<file path="src/rtl/path_pkg.sv">
// Shared constants, node type and state encoding for the path follower.
package path_pkg;

    localparam int unsigned NUM_NODES = 37;
    localparam int unsigned NODE_W    = 6;
    localparam int unsigned MAX_LEN   = 37;
    localparam int unsigned PATH_END  = 37;

    typedef logic [NODE_W-1:0] node_t;

    // Node-typed copies so comparisons against node_t values stay width-exact
    localparam node_t END_NODE  = node_t'(PATH_END);
    localparam node_t NODE_CNT  = node_t'(NUM_NODES);
    localparam node_t LAST_SLOT = node_t'(MAX_LEN - 1);

    typedef enum logic [2:0] {
        IDLE,
        CHECK,
        ISSUE,
        WAIT,
        FIN,
        ERR
    } state_t;

endpackage

</file>
<file path="src/rtl/path_buffer.sv">
// Path slot storage: all slots written at once, one indexed read port.
module path_buffer
    import path_pkg::*;
(
    input  logic                      clk,
    input  logic                      load,
    input  logic [MAX_LEN*NODE_W-1:0] path_flat,
    input  node_t                     rd_idx,
    output node_t                     rd_data
);

    node_t mem [MAX_LEN];

    // Capture the whole path in one cycle when a new path is accepted
    always_ff @(posedge clk) begin
        if (load) begin
            for (int i = 0; i < int'(MAX_LEN); i++) begin
                mem[i] <= path_flat[i*NODE_W +: NODE_W];
            end
        end
    end

    // Reads past the last slot return the terminator
    always_comb begin
        rd_data = END_NODE;
        if (rd_idx <= LAST_SLOT) begin
            rd_data = mem[rd_idx];
        end
    end

endmodule

</file>
<file path="src/rtl/path_follower.sv">
// Walks a terminated next-hop list, issuing one from/to command per hop and
// waiting for arrival before the next. Optional arrival watchdog is enabled
// by defining ARRIVE_TIMEOUT_EN.
module path_follower
    import path_pkg::*;
#(
    parameter int unsigned TIMEOUT_CYCLES = 50_000_000
) (
    input  logic                      clk,
    input  logic                      rst,
    input  node_t                     start_node,
    input  logic [MAX_LEN*NODE_W-1:0] path_flat,
    input  logic                      path_valid,
    output logic                      path_ready,
    output logic                      cmd_valid,
    input  logic                      cmd_ready,
    output node_t                     cmd_from,
    output node_t                     cmd_to,
    output logic                      cmd_last,
    input  logic                      node_reached,
    output logic                      busy,
    output logic                      done,
    output logic                      error,
    output node_t                     hop_idx
);

`ifdef ARRIVE_TIMEOUT_EN
    logic [31:0] wd_q, wd_d;
`endif

    state_t state_q, state_d;
    node_t  scan_q, scan_d;
    node_t  len_q, len_d;
    node_t  hop_q, hop_d;
    node_t  cur_q, cur_d;
    logic   cmd_valid_q, cmd_valid_d;
    node_t  cmd_from_q, cmd_from_d;
    node_t  cmd_to_q, cmd_to_d;
    logic   cmd_last_q, cmd_last_d;
    logic   load;
    logic   to_err;
    node_t  rd_idx;
    node_t  rd_data;

    path_buffer u_buf (
        .clk       (clk),
        .load      (load),
        .path_flat (path_flat),
        .rd_idx    (rd_idx),
        .rd_data   (rd_data)
    );

    // State and command registers
    always_ff @(posedge clk) begin
        if (rst) begin
            state_q     <= IDLE;
            scan_q      <= '0;
            len_q       <= '0;
            hop_q       <= '0;
            cur_q       <= '0;
            cmd_valid_q <= 1'b0;
            cmd_from_q  <= '0;
            cmd_to_q    <= '0;
            cmd_last_q  <= 1'b0;
`ifdef ARRIVE_TIMEOUT_EN
            wd_q        <= '0;
`endif
        end else begin
            state_q     <= state_d;
            scan_q      <= scan_d;
            len_q       <= len_d;
            hop_q       <= hop_d;
            cur_q       <= cur_d;
            cmd_valid_q <= cmd_valid_d;
            cmd_from_q  <= cmd_from_d;
            cmd_to_q    <= cmd_to_d;
            cmd_last_q  <= cmd_last_d;
`ifdef ARRIVE_TIMEOUT_EN
            wd_q        <= wd_d;
`endif
        end
    end

    // Next-state, path validation scan and hop sequencing
    always_comb begin
        state_d     = state_q;
        scan_d      = scan_q;
        len_d       = len_q;
        hop_d       = hop_q;
        cur_d       = cur_q;
        cmd_valid_d = cmd_valid_q;
        cmd_from_d  = cmd_from_q;
        cmd_to_d    = cmd_to_q;
        cmd_last_d  = cmd_last_q;
        load        = 1'b0;
        to_err      = 1'b0;
        rd_idx      = hop_q;
`ifdef ARRIVE_TIMEOUT_EN
        wd_d        = wd_q;
`endif
        unique case (state_q)
            IDLE, ERR: begin
                if (path_valid) begin
                    load    = 1'b1;
                    cur_d   = start_node;
                    hop_d   = '0;
                    scan_d  = '0;
                    state_d = CHECK;
                end
            end
            CHECK: begin
                rd_idx = scan_q;
                // Slot 0 is the first hop; grab it now since the read port
                // is busy with the scan until the terminator is found
                if (scan_q == '0) begin
                    cmd_to_d = rd_data;
                end
                if (rd_data == END_NODE) begin
                    len_d = scan_q;
                    if (scan_q == '0) begin
                        to_err = 1'b1;
                    end else begin
                        state_d     = ISSUE;
                        cmd_valid_d = 1'b1;
                        cmd_from_d  = cur_q;
                        cmd_last_d  = (scan_q == node_t'(1));
                    end
                end else if (rd_data >= NODE_CNT || scan_q == LAST_SLOT) begin
                    to_err = 1'b1;
                end else begin
                    scan_d = scan_q + node_t'(1);
                end
            end
            ISSUE: begin
                if (cmd_ready) begin
                    cmd_valid_d = 1'b0;
                    state_d     = WAIT;
`ifdef ARRIVE_TIMEOUT_EN
                    wd_d        = '0;
`endif
                end
            end
            WAIT: begin
                rd_idx = hop_q + node_t'(1);
                // Arrival wins over a watchdog expiry in the same cycle
                if (node_reached) begin
                    cur_d = cmd_to_q;
                    if (cmd_last_q) begin
                        state_d = FIN;
                    end else begin
                        hop_d       = hop_q + node_t'(1);
                        cmd_valid_d = 1'b1;
                        cmd_from_d  = cmd_to_q;
                        cmd_to_d    = rd_data;
                        cmd_last_d  = ((hop_q + node_t'(2)) == len_q);
                        state_d     = ISSUE;
                    end
                end
`ifdef ARRIVE_TIMEOUT_EN
                else if (wd_q == 32'(TIMEOUT_CYCLES - 1)) begin
                    to_err = 1'b1;
                end else begin
                    wd_d = wd_q + 32'd1;
                end
`endif
            end
            FIN: begin
                state_d = IDLE;
            end
            default: begin
                state_d = IDLE;
            end
        endcase
        if (to_err) begin
            state_d     = ERR;
            cmd_valid_d = 1'b0;
            cmd_from_d  = '0;
            cmd_to_d    = '0;
            cmd_last_d  = 1'b0;
        end
    end

    // Status outputs decoded from state; ERR loads paths like IDLE
    always_comb begin
        path_ready = (state_q == IDLE) || (state_q == ERR);
        busy       = !path_ready;
        done       = (state_q == FIN);
        error      = (state_q == ERR);
        cmd_valid  = cmd_valid_q;
        cmd_from   = cmd_from_q;
        cmd_to     = cmd_to_q;
        cmd_last   = cmd_last_q;
        hop_idx    = hop_q;
    end

endmodule
</file>
<file path="config.mk">
export PLATFORM = sky130hd
export DESIGN_NAME = path_follower
export DESIGN_NICKNAME = d
export VERILOG_FILES = /design/src/rtl/path_pkg.sv /design/src/rtl/path_buffer.sv /design/src/rtl/path_follower.sv
export SDC_FILE = /design/constraint.sdc
export NUM_CORES = 1
export LEC_CHECK = 0
export CAP_MARGIN = 15
export CORE_ASPECT_RATIO = 0.6
export CORE_UTILIZATION = 40
export CTS_CLUSTER_DIAMETER = 120
export DETAILED_ROUTE_END_ITERATION = 8
export PLACE_DENSITY = 0.73
export SKIP_LAST_GASP = 1
export SYNTH_ARGS = -nofsm -noshare
export SYNTH_HDL_FRONTEND = slang
export SYNTH_SLANG_ARGS = --single-unit
</file>
<file path="constraint.sdc">
create_clock -name clk -period 9.1 [get_ports clk]
set_clock_uncertainty 0.15 [all_clocks]
set_input_delay 1.82 -clock clk [delete_from_list [all_inputs] [get_ports clk]]
set_output_delay 1.82 -clock clk [all_outputs]
set_load 0.05 [all_outputs]
</file>
==> impl.org, run 1 <==
** Synth
- Synthesis instantiated 74 different standard cells from the library.
- In this run, synthesis produced a sequential element count of 263.
- Synth Net Count :: 1,037
- Portion of synthesized cell area occupied by the leading cell type :: 0.598
- Async set-reset flop share out of synthesis :: 0
- Post-synth EDFFs :: 222
- The most used flip-flop cell after synthesis is sky130_fd_sc_hd__edfxtp_1.
- Proportion of synthesized chip area in sequential cells :: 0.671
- Yosys printed 0 warnings.
- Post-synthesis instance total :: 799
- Average footprint of a synthesized cell :: 14.0 sq um
- Main area contributors after synthesis :: sky130_fd_sc_hd__edfxtp_1 (60%), sky130_fd_sc_hd__dfxtp_1 (7.4%), sky130_fd_sc_hd__mux4_2 (4.4%)
- The biggest area contributor in the post-synthesis netlist is sky130_fd_sc_hd__edfxtp_1.
- Total standard cell area after synthesis :: 11,200 sq um

** Floorplan
- Core Footprint :: 26,900 sq um
- Die outline area :: 28,600 sq um
- Cell row count :: 46
- Starting Density :: 0.415
- From bottom edge to top edge, the die measures 131 microns.
- Boundary pin count :: 257
- Die width :: 218 microns

** Placement
- After legalization and detailed placement, the total HPWL measured 22.0 mm.
- Area of placed instances :: 14,000 sq um
- At the placement stage, the worst setup path has a slack of 3220 ps.
- Placer congestion estimate :: 0.953
- In this run the tool buffered the top-level ports with 256 buffer cells.

** Detailed routing
- Summed over all layers, the routed wires come to 31.2 mm.
- Drt first-iter violations :: 794
- Average wire per cell in the routed design :: 22.0 microns
- Across all layers, the routed design uses 7,879 vias.
- In this run the remaining antenna-violating nets after routing total 0.
- Dividing the detail-routed via count by the number of cells gives 5.54.
- In the routed design, unresolved DRC markers number 0.
- First-pass DRT Iterations :: 7

** Global routing
- The via count of the first global-routing pass was 7,713.
- Overall Global Routing Usage :: 0.220
- Entering global routing, the biggest net connects 158 pins.
- The first global-routing pass estimated 47.4 mm of wire.
- Antenna violations before repair :: 1
- The total overflow left after global routing is 0.

** Flow run
- Reported max-cap violation count :: 0

** Worst setup path
- STA classifies the critical path endpoint as a register.
- Critical path type :: reg2reg
- Crit-path cells :: and2b_1, mux2_4, buf_4, nor3_1, o2111ai_1, a21oi_1, a211oi_1, nand4_2, o41ai_4, nor2_1, a311oi_1
- Worst-path cell with the longest stage delay :: sky130_fd_sc_hd__and2b_1
- In this run the worst path has a maximum fanout of 48.
- In this design, the stage delay of the slowest critical-path cell is 790 ps.
- At the worst endpoint, the arrival time is 6110 ps.
- In this design, the largest share of critical-path delay is due to compound AO/OA/AOI/OAI gates.
- Critical path required time :: 9400 ps
- Crit path buf inv count :: 1
- Startpoint type of the worst setup path :: register

** CTS
- The clock reaches the later pin of the worst-skew pair after 550 ps.
- Clock tree synthesis selected as its root buffer the cell sky130_fd_sc_hd__clkbuf_16.
- Hold repair after CTS inserted 0 buffers.
- Once the clock tree was built, the resizer swapped 0 gates to a different size.
- Clock tree synthesis inserted a total of 25 buffers.
- CTS built an H-tree with a depth of 1.
- Clock slew at reported path FFs :: 70 ps
- Clock tree synthesis found a total of 263 sinks.
- No sink is reached through more buffers than the 3 on the longest clock path.
- Post-CTS setup buffers :: 0
- Clock tree from TritonCTS :: built

** Timing
- Slew headroom :: 0.309
- Crit share post-route :: 0.639
- Setup violations remaining at the end of the flow were counted as 0.
- Setup total negative slack on the finished layout was measured at 0 ps.
- Final period demand of the worst path :: 5810 ps
- PnR worst setup slack :: 3290 ps
- Fin. max-slew vios :: 0
- For the pin with the worst max-slew slack, the measured transition is 1030 ps.
- Final hold vios :: 0
- Setup repair after global routing left no endpoint under its margin.
- Fmax :: 172 MHz

** Power and ir drop
- Leakage power figure :: 0.00507 uW
- Power per standard cell area :: 204 nW/um^2
- Across the VDD grid, the largest voltage drop is 0.000109 V.
- Total power :: 3020 uW

** Outcome
- Result of the run :: completed

** Final layout
- Across the whole layout, storage elements account for 7490 sq um.
- Post-layout net count :: 1,282
- Area added between synthesis and finish :: 32.9%
- The finished cells cover 14,800 sq um.
- Area of the multi-input gates :: 3420 sq um
- The library cell used most frequently in the layout, excluding fill and tap cells, is sky130_fd_sc_hd__clkdlybuf4s50_1.
- Layout cell share with drive strength beyond 1 :: 0.0934
- In the layout the commonest cells are sky130_fd_sc_hd__clkdlybuf4s50_1 (256), sky130_fd_sc_hd__edfxtp_1 (222), sky130_fd_sc_hd__nand2_1 (108).
- Fill cells in the final layout number 2,162.
- At the end of the flow the core is filled with cells to 0.552.

** Min path
- Classification of the worst-slack hold path :: reg2reg
==> flip-flops by register name, indices dropped and copies added (netlist names) <==
signal and flops:
cmd_from 6, cmd_last 1, cmd_to 6, cmd_valid 1
cur_q 6, hop_idx 6, len_q 6, scan_q 6
state_q 3, u_buf.mem 222
==> report_power, final <==
part,leakage [uW],total (uW),switching (uW),internal [uW]
clock network,0.000391,1040,473,567
registers,0.00244,1490,42.5,1440
logic,0.00224,494,283,212
==> synth_stat cells (4+ instances only) <==
cell type and n:
sky130_fd_sc_hd__nor2_1 55, sky130_fd_sc_hd__buf_6 7, sky130_fd_sc_hd__mux4_2 22, sky130_fd_sc_hd__nand3b_1 6, sky130_fd_sc_hd__mux2i_1 43, sky130_fd_sc_hd__a311oi_1 16
sky130_fd_sc_hd__ha_1 5, sky130_fd_sc_hd__dfxtp_1 41, sky130_fd_sc_hd__and3_1 9, sky130_fd_sc_hd__a211oi_1 11, sky130_fd_sc_hd__mux2_2 8, sky130_fd_sc_hd__o21ai_0 12
sky130_fd_sc_hd__nand2_1 108, sky130_fd_sc_hd__nand3_1 37, sky130_fd_sc_hd__a31oi_1 4, sky130_fd_sc_hd__inv_1 6, sky130_fd_sc_hd__nor4_1 4, sky130_fd_sc_hd__edfxtp_1 222
sky130_fd_sc_hd__clkbuf_1 20, sky130_fd_sc_hd__a221oi_1 7, sky130_fd_sc_hd__a21o_1 5, sky130_fd_sc_hd__buf_2 14, sky130_fd_sc_hd__a21oi_1 28, sky130_fd_sc_hd__nand2b_1 5
sky130_fd_sc_hd__and2_1 6, sky130_fd_sc_hd__nor3_1 8, sky130_fd_sc_hd__buf_1 4, sky130_fd_sc_hd__xor2_1 4, sky130_fd_sc_hd__a32oi_1 4, sky130_fd_sc_hd__nand4_1 12
==> path summary, 6_finish.rpt <==
kind               from     endpoint  slack [ps]  cells after the start
max          state_q[0]  cmd_from[5]        3290                     11
min            cur_q[3]  cmd_from[3]         320                      2
max reg2reg  state_q[0]  cmd_from[5]        3290                     11
min reg2reg    cur_q[3]  cmd_from[3]         320                      2
==> cell type report <==
| type | instances | area share |
|---|---|---|
| Antenna cell | 1 | 0.000169 |
| Multi-Input combinational cell | 482 | 0.231 |
| Sequential cell | 263 | 0.505 |
| Clock buffer | 25 | 0.0422 |
| Tap cell | 360 | 0.0304 |
| Clock inverter | 18 | 0.0115 |
| Inverter | 6 | 0.00152 |
| Timing Repair Buffer | 266 | 0.179 |
==> worst register-to-register path: stages, from the launching register on <==
cell,delay [ps]
sky130_fd_sc_hd__dfxtp_1,630
sky130_fd_sc_hd__and2b_1,790
sky130_fd_sc_hd__mux2_4,640
sky130_fd_sc_hd__buf_4,620
sky130_fd_sc_hd__nor3_1,140
sky130_fd_sc_hd__o2111ai_1,690
sky130_fd_sc_hd__a21oi_1,100
sky130_fd_sc_hd__a211oi_1,600
sky130_fd_sc_hd__nand4_2,350
sky130_fd_sc_hd__o41ai_4,650
sky130_fd_sc_hd__nor2_1,110
sky130_fd_sc_hd__a311oi_1,260
==> per-stage QoR <==
step / hold slack (ps) / std cells
finish: 322 / 1421
global route: 343 / 1421
CTS: 329 / 1420
detailed placement: 321 / 1377
global placement: 316 / 1377
floorplan: 309 / 799
==> layer usage <==
metal | vias to the layer above | GRT usage | wire length, microns
li1 | 3583 | - | -
met5 | - | 0 | 0
met3 | 29 | 0.0502 | 3080
met2 | 387 | 0.314 | 13400
met4 | 0 | 0.0411 | 487
met1 | 3880 | 0.340 | 14200
==> cells by family (layout without fill, tap and decap cells) <==
logic type / Yosys count / in the layout / share of synthesized area
other cells: 0 / 1 / 0
flops: 263 / 263 / 0.671
compound gates: 129 / 129 / 0.0885
fa+ha+maj: 5 / 5 / 0.00561
simple gates: 268 / 268 / 0.113
mux: 73 / 73 / 0.0911
xor+xnor: 7 / 7 / 0.00550
buf+inv: 54 / 315 / 0.0255
(Power assumes the default switching activity.)
==> inputs of run 2 (changes only) <==
Clock period 9.1 ns to 5.2 ns, I/O delays scaled along.
==> impl.org, run 2 (synthesized netlist as in run 1, its figures left out) <==
** Global routing
- The via count of the first global-routing pass is 7,913 (was 7,713).
- The routing usage on met2 is 0.328 (was 0.314).
- Largest net degree at the start of global routing :: 86 (was 158)
- The met3 usage in global routing is 0.0729 (was 0.0502).
- Global-route met1 utilization :: 0.328 (was 0.340)
- The leftover overflow at the end of global routing is 0 (unchanged).
- First-pass GRT wire length :: 48.6 mm (was 47.4 mm)
- Top Usage Layer GRT :: met1 (unchanged)
- The all-layer global routing usage is 0.226 (was 0.220).
- The initial antenna violation count was 4 (was 1).

** Timing
- The clock period minus final worst setup slack is 4770 ps (was 5810 ps).
- The worst max-slew margin expressed relative to the limit is 0.490 (was 0.309).
- Final setup violation count :: 0 (unchanged)
- Crit share post-route :: 0.918 (was 0.639)
- Fin. max-slew vios :: 0 (unchanged)
- Unrepaired setup endpoints after global routing :: no (unchanged)
- Fmax :: 210 MHz (was 172 MHz)
- The number of failing hold endpoints at the final stage is 0 (unchanged).
- The setup TNS came to 0 ps (unchanged).
- Pin slew with the least headroom to its limit :: 761 ps (was 1030 ps)

** Final layout
- Cell area after layout :: 15,100 sq um (was 14,800 sq um)
- The top register by number of flip-flops is u_buf.mem (unchanged).
- Leading cell type in the layout, fill and taps excluded :: sky130_fd_sc_hd__clkdlybuf4s50_1 (unchanged)
- Max reg flops :: 222 (unchanged)
- The synthesis-to-finish area growth was 35.5% (was 32.9%).
- Commonest cells after routing, fill and taps aside :: sky130_fd_sc_hd__clkdlybuf4s50_1 (256), sky130_fd_sc_hd__edfxtp_1 (222), sky130_fd_sc_hd__nand2_1 (108) (unchanged)
- Layout cell share with drive strength beyond 1 :: 0.104 (was 0.0934)
- Post-layout net count :: 1,295 (was 1,282)

** Power and ir drop
- The worst-case vdd ir drop was 0.000234 V (was 0.000109 V).
- Power per standard cell area :: 366 nW/um^2 (was 204 nW/um^2)
- The reported leakage power came to 0.00521 uW (was 0.00507 uW).

** Detailed routing
- Post-DRT Antenna Nets :: 0 (unchanged)
- The ratio of routed vias to standard cells was 5.51 (was 5.54).
- Average wire per cell in the routed design :: 22.5 microns (was 22.0 microns)
- The DRC violation count after routing is 0 (unchanged).
- The total via count after detailed routing came to 7,928 (was 7,879).
- The sum of routed wire length over all layers came to 32.4 mm (was 31.2 mm).
- First-pass DRT Iterations :: 5 (was 7)
- The iteration-0 DRC count of the detailed router was 769 (was 794).

** CTS
- CTS Buffer Depth :: 3 (unchanged)
- The TritonCTS clock tree is built (unchanged).
- Level count of the clock H-tree :: 1 (unchanged)
- Clk sinks :: 263 (unchanged)
- Cts bufs inserted :: 25 (unchanged)
- Hold-fix buffer count after cts :: 0 (unchanged)
- Source-to-sink clock delay at the later pin of the worst-skew pair :: 530 ps (was 550 ps)
- The post-CTS resize count came to 0 (unchanged).
- The post-CTS setup-driven buffer insertion count is 0 (unchanged).
- The library cell used as clock root buffer was sky130_fd_sc_hd__clkbuf_16 (unchanged).
- Clock slew at reported path FFs :: 70 ps (about the same)

** Floorplan
- The overall die area came to 28,600 sq um (unchanged).
- Vertical die dimension :: 131 microns (unchanged)
- The initial core utilization came to 0.415 (unchanged).
- The width of the chip was 218 microns (unchanged).
- The number of rows created at floorplan was 46 (unchanged).
- The floorplan core area came to 26,900 sq um (unchanged).
- Boundary pin count :: 257 (unchanged)

** Placement
- Area of placed instances :: 14,200 sq um (was 14,000 sq um)
- Detailed placement HPWL :: 23.5 mm (was 22.0 mm)
- The number of buffers inserted by port buffering came to 256 (unchanged).
- Placer congestion estimate :: 0.965 (was 0.953)

** Worst setup path
- Critical Path Sink Type :: register (unchanged)
- The reg-to-reg critical path startpoint is state_q[1] (was state_q[0]).
- Worst-path cell with the longest stage delay :: sky130_fd_sc_hd__dfxtp_1 (was sky130_fd_sc_hd__and2b_1)
- Crit-path cells :: buf_4, nand3b_1, o21bai_1, o211ai_1, mux4_2, nand2_1, o221ai_1, a221oi_1, nand4_2, o41ai_4, nor2_1, a311oi_1 (was and2b_1, mux2_4, buf_4, nor3_1, o2111ai_1, a21oi_1, a211oi_1, nand4_2, o41ai_4, nor2_1, a311oi_1)
- Startpoint type of the worst setup path :: register (unchanged)
- The data arrival time of the worst path is 5050 ps (was 6110 ps).
- Delay contributed by the slowest stage of the critical path :: 670 ps (was 790 ps)
- Largest fanout of any net on the critical path :: 19 (was 48)
- The required time of the worst setup path is 5480 ps (was 9400 ps).
- Critical path type :: reg2reg (unchanged)
- Worst setup path start :: state_q[1] (was state_q[0])

** Min path
- Classification of the worst-slack hold path :: reg2reg (unchanged)
- The launch instance of the worst min-delay path is cur_q[5] (was cur_q[3]).

** Outcome
- Result of the run: completed (unchanged).

** Flow run
- Reported max-cap violation count :: 0 (unchanged)
run 2: changes by cell type in the layout (fill, tap and decap cells not counted):
cell and change:
sky130_fd_sc_hd__buf_4 +8, sky130_fd_sc_hd__inv_6 -7, sky130_fd_sc_hd__buf_12 +5, sky130_fd_sc_hd__bufinv_16 +5, sky130_fd_sc_hd__diode_2 +4, sky130_fd_sc_hd__clkbuf_1 +2, sky130_fd_sc_hd__clkbuf_8 +1, sky130_fd_sc_hd__clkinv_2 +1
sky130_fd_sc_hd__clkinvlp_2 -1, sky130_fd_sc_hd__clkinvlp_4 +1
run 2: power by group:
part / total, uW / switching (uW) / internal, uW
clock network: 2040 / 796 / 1240
logic: 891 / 502 / 390
registers: 2610 / 85.0 / 2520
total: 5540 / 1380 / 4160
run 2: critical path, delay by kind of cell, from the launching register on:
family                 cells  cell delay, ps
and+or+nand+nor            4             770
AOI/OAI and AO/OA          6            2320
buffers and inverters      1             330
muxes                      1             410
DFF                        1             670
run 2: worst paths after layout:
check	slack (ps)	cells after the start	endpoint
max	430	12	cmd_from[3]
min	330	2	cmd_from[5]
min reg2reg	330	2	cmd_from[5]
max reg2reg	430	12	cmd_from[3]
run 2: per-layer routing:
layer / up-vias / wire length [microns]
met4: 2 / 681
met2: 373 / 13800
li1: 3616 / -
met3: 42 / 3390
met1: 3895 / 14500
met5: - / 13
run 2: layout make-up:
| cell class | instances | area, sq um |
|---|---|---|
| clock inverter | 17 | 267 |
| sequential | 263 | 7490 |
| timing repair buffer | 279 | 2810 |
| tap | 360 | 450 |
| fill | 2180 | 11800 |
| clock buffer | 28 | 647 |
| antenna | 5 | 12.5 |
| inverter | 6 | 22.5 |
| multi-input combinational | 482 | 3420 |
run 2: through the flow:
step                total power, uW   util  worst slack [ps]  hold slack, ps  instances
finish                         5540  0.562               428             327       1440
detailed placement             3540  0.528               592             321       1390
global placement               3520  0.528               782             319       1390
global route                   5730  0.562               147             349       1435
floorplan                      3120      -               229             309        799
CTS                            5570  0.562               565             327       1435
==> inputs of run 3 (changes only) <==
Settings changed: CORE_UTILIZATION 40 to 45, PLACE_DENSITY 0.73 to 0.8.
==> impl.org, run 3 (synthesized netlist as in run 1, its figures left out) <==
** Detailed routing
- The topmost layer with routed signal wires is met4 (was met5).
- The iteration-0 DRC count of the detailed router was 848 (was 769).
- The wire length on met2 is 13.6 mm (was 13.8 mm).
- The total via count after detailed routing is 8,034 (was 7,928).
- Detailed-route wire length :: 31.7 mm (was 32.4 mm)
- First-pass DRT Iterations :: 5 (unchanged)
- Met3 wire len :: 3.43 mm (was 3.39 mm)
- Average wire per cell in the routed design :: 22.6 microns (was 22.5 microns)
- Post-DRT Antenna Nets :: 0 (unchanged)
- Routed metal-1 wirelength :: 14.1 mm (was 14.5 mm)
- Number of vias per cell after detailed routing :: 5.73 (was 5.51)
- DRC violations left :: 0 (unchanged)

** Global routing
- Sum of overflow across all layers after global routing :: 0 (unchanged)
- The via count of the first global-routing pass was 7,837 (was 7,913).
- The initial antenna violation count was 3 (was 4).
- The first-pass GRT wire length was 46.5 mm (was 48.6 mm).
- Overall Global Routing Usage :: 0.251 (was 0.226)
- The maximum number of pins on one net before global-route repair came to 110 (was 86).

** Timing
- Crit share post-route :: 0.947 (was 0.918)
- Fmax :: 203 MHz (was 210 MHz)
- Slew headroom :: 0.259 (was 0.490)
- Fin. max-slew vios :: 0 (unchanged)
- Final hold vios :: 0 (unchanged)
- The total of endpoints with negative setup slack in the final report is 0 (unchanged).
- Final period demand of the worst path :: 4920 ps (was 4770 ps)
- Unrepaired setup endpoints after global routing :: no (unchanged)
- Pin slew with the least headroom to its limit :: 1110 ps (was 761 ps)
- The setup TNS came to 0 ps (unchanged).

** Final layout
- Leading cell type in the layout, fill and taps excluded :: sky130_fd_sc_hd__clkdlybuf4s50_1 (unchanged)
- Commonest cells after routing, fill and taps aside: sky130_fd_sc_hd__clkdlybuf4s50_1 (256), sky130_fd_sc_hd__edfxtp_1 (222), sky130_fd_sc_hd__nand2_1 (108) (unchanged).
- Top reg by flops :: u_buf.mem (unchanged)
- Layout cell share with drive strength beyond 1 :: 0.104 (about the same)
- The synthesis-to-finish area growth is 34.7% (was 35.5%).
- The flip-flop count of the largest register after layout came to 222 (unchanged).
- Post-layout net count :: 1,297 (was 1,295)
- Final std cells w/o fill :: 1,403 (was 1,440)

** Placement
- The global placement routability congestion was 0.890 (was 0.965).
- Input/output buffers :: 256 (unchanged)
- Detailed placement HPWL :: 22.9 mm (was 23.5 mm)
- The total placed cells including tap cells came to 1,354 (was 1,390).

** Floorplan
- Boundary pin count :: 257 (unchanged)
- The number of rows created at floorplan is 44 (was 46).
- The initial core utilization was 0.459 (was 0.415).
- The floorplan core area is 24,300 sq um (was 26,900 sq um).
- The width of the chip is 205 microns (was 218 microns).
- The overall die area was 25,400 sq um (was 28,600 sq um).
- Vertical die dimension :: 124 microns (was 131 microns)

** Worst setup path
- The type of element capturing the critical path is a register (unchanged).
- Startpoint type of the worst setup path :: register (unchanged)
- The top fanout value on the critical path was 24 (was 19).
- The worst setup path category is reg2reg (unchanged).
- The required time of the worst setup path came to 5470 ps (was 5480 ps).
- Worst setup path start :: hop_idx[1] (was state_q[1])
- The data arrival time of the worst path was 5190 ps (was 5050 ps).
- The reg-to-reg critical path startpoint is hop_idx[1] (was state_q[1]).

** Power and ir drop
- Power per standard cell area :: 362 nW/um^2 (was 366 nW/um^2)
- The worst-case vdd ir drop was 0.000221 V (was 0.000234 V).
- Total power :: 5440 uW (was 5540 uW)
- The reported leakage power is 0.00520 uW (was 0.00521 uW).

** Outcome
- Result of the run :: completed (unchanged)

** CTS
- The clock sink count was 263 (unchanged).
- The number of H-tree levels is 1 (unchanged).
- Clock slew at reported path FFs :: 70 ps (about the same)
- Clock tree from TritonCTS :: built (unchanged)
- Hold-fix buffer count after cts :: 0 (unchanged)
- Source-to-sink clock delay at the later pin of the worst-skew pair :: 540 ps (was 530 ps)
- Cts bufs inserted :: 24 (was 25)
- The library cell used as clock root buffer was sky130_fd_sc_hd__clkbuf_16 (unchanged).
- CTS Buffer Depth :: 3 (unchanged)

** Min path
- Startpoint of the most critical hold path :: cur_q[5] (unchanged)
- The class of the most critical hold timing path was reg2reg (unchanged).

** Flow run
- The max-cap violation count came to 0 (unchanged).
[run 3: final cells by class]
type                       count  area, sq um
antenna                        4         10.0
inverter                       6         22.5
tap                          322          403
clock inverter                 8          141
fill                        1803         9250
sequential                   263         7490
multi-input combinational    482         3430
clock buffer                  36          718
timing repair buffer         282         2820
[run 3: where the power goes]
group          leakage, uW  switching [uW]  internal [uW]
Combinational      0.00234             512            390
Clock             0.000423             785           1160
Sequential         0.00244            80.1           2520
Total              0.00520            1380           4070
[run 3: layer usage]
metal / up-vias / track usage
li1: 3621 / -
met1: 3934 / 0.367
met2: 433 / 0.376
met3: 46 / 0.0644
met4: 0 / 0.0593
met5: - / 0
[run 3: worst max-delay path, stage by stage, from the launching register on]
cell	delay, ps
sky130_fd_sc_hd__dfxtp_1	640
sky130_fd_sc_hd__ha_1	360
sky130_fd_sc_hd__mux2_2	310
sky130_fd_sc_hd__mux2_4	450
sky130_fd_sc_hd__buf_4	300
sky130_fd_sc_hd__mux2i_1	220
sky130_fd_sc_hd__a221oi_1	110
sky130_fd_sc_hd__a31oi_1	200
sky130_fd_sc_hd__o32ai_1	130
sky130_fd_sc_hd__nor4_2	620
sky130_fd_sc_hd__nand4_2	320
sky130_fd_sc_hd__nor3_4	320
sky130_fd_sc_hd__o31ai_2	80
sky130_fd_sc_hd__buf_4	200
sky130_fd_sc_hd__nor4_1	360
[run 3: through the flow]
step | setup slack, ps | hold WS (ps) | cell area (sq um) | util
final | 277 | 339 | 15000 | 0.619
after global routing | 10.1 | 370 | 15000 | 0.619
after CTS | 197 | 340 | 15000 | 0.618
after detailed placement | 236 | 331 | 14100 | 0.582
after global placement | 337 | 323 | 14100 | 0.582
after floorplan | 229 | 309 | 11200 | -
[run 3: final timing paths]
path                      end  slack, ps  depth (start not counted)
setup / recovery   state_q[1]        280                         14
hold reg to reg   cmd_from[5]        340                          2
hold / removal    cmd_from[5]        340                          2
setup reg to reg   state_q[1]        280                         14
[run 3: what timing repair did]
action / CTS / global route
endpoints found under the setup margin: 0 / 8
setup buffers: 0 / 1
gates resized for setup: 0 / 1
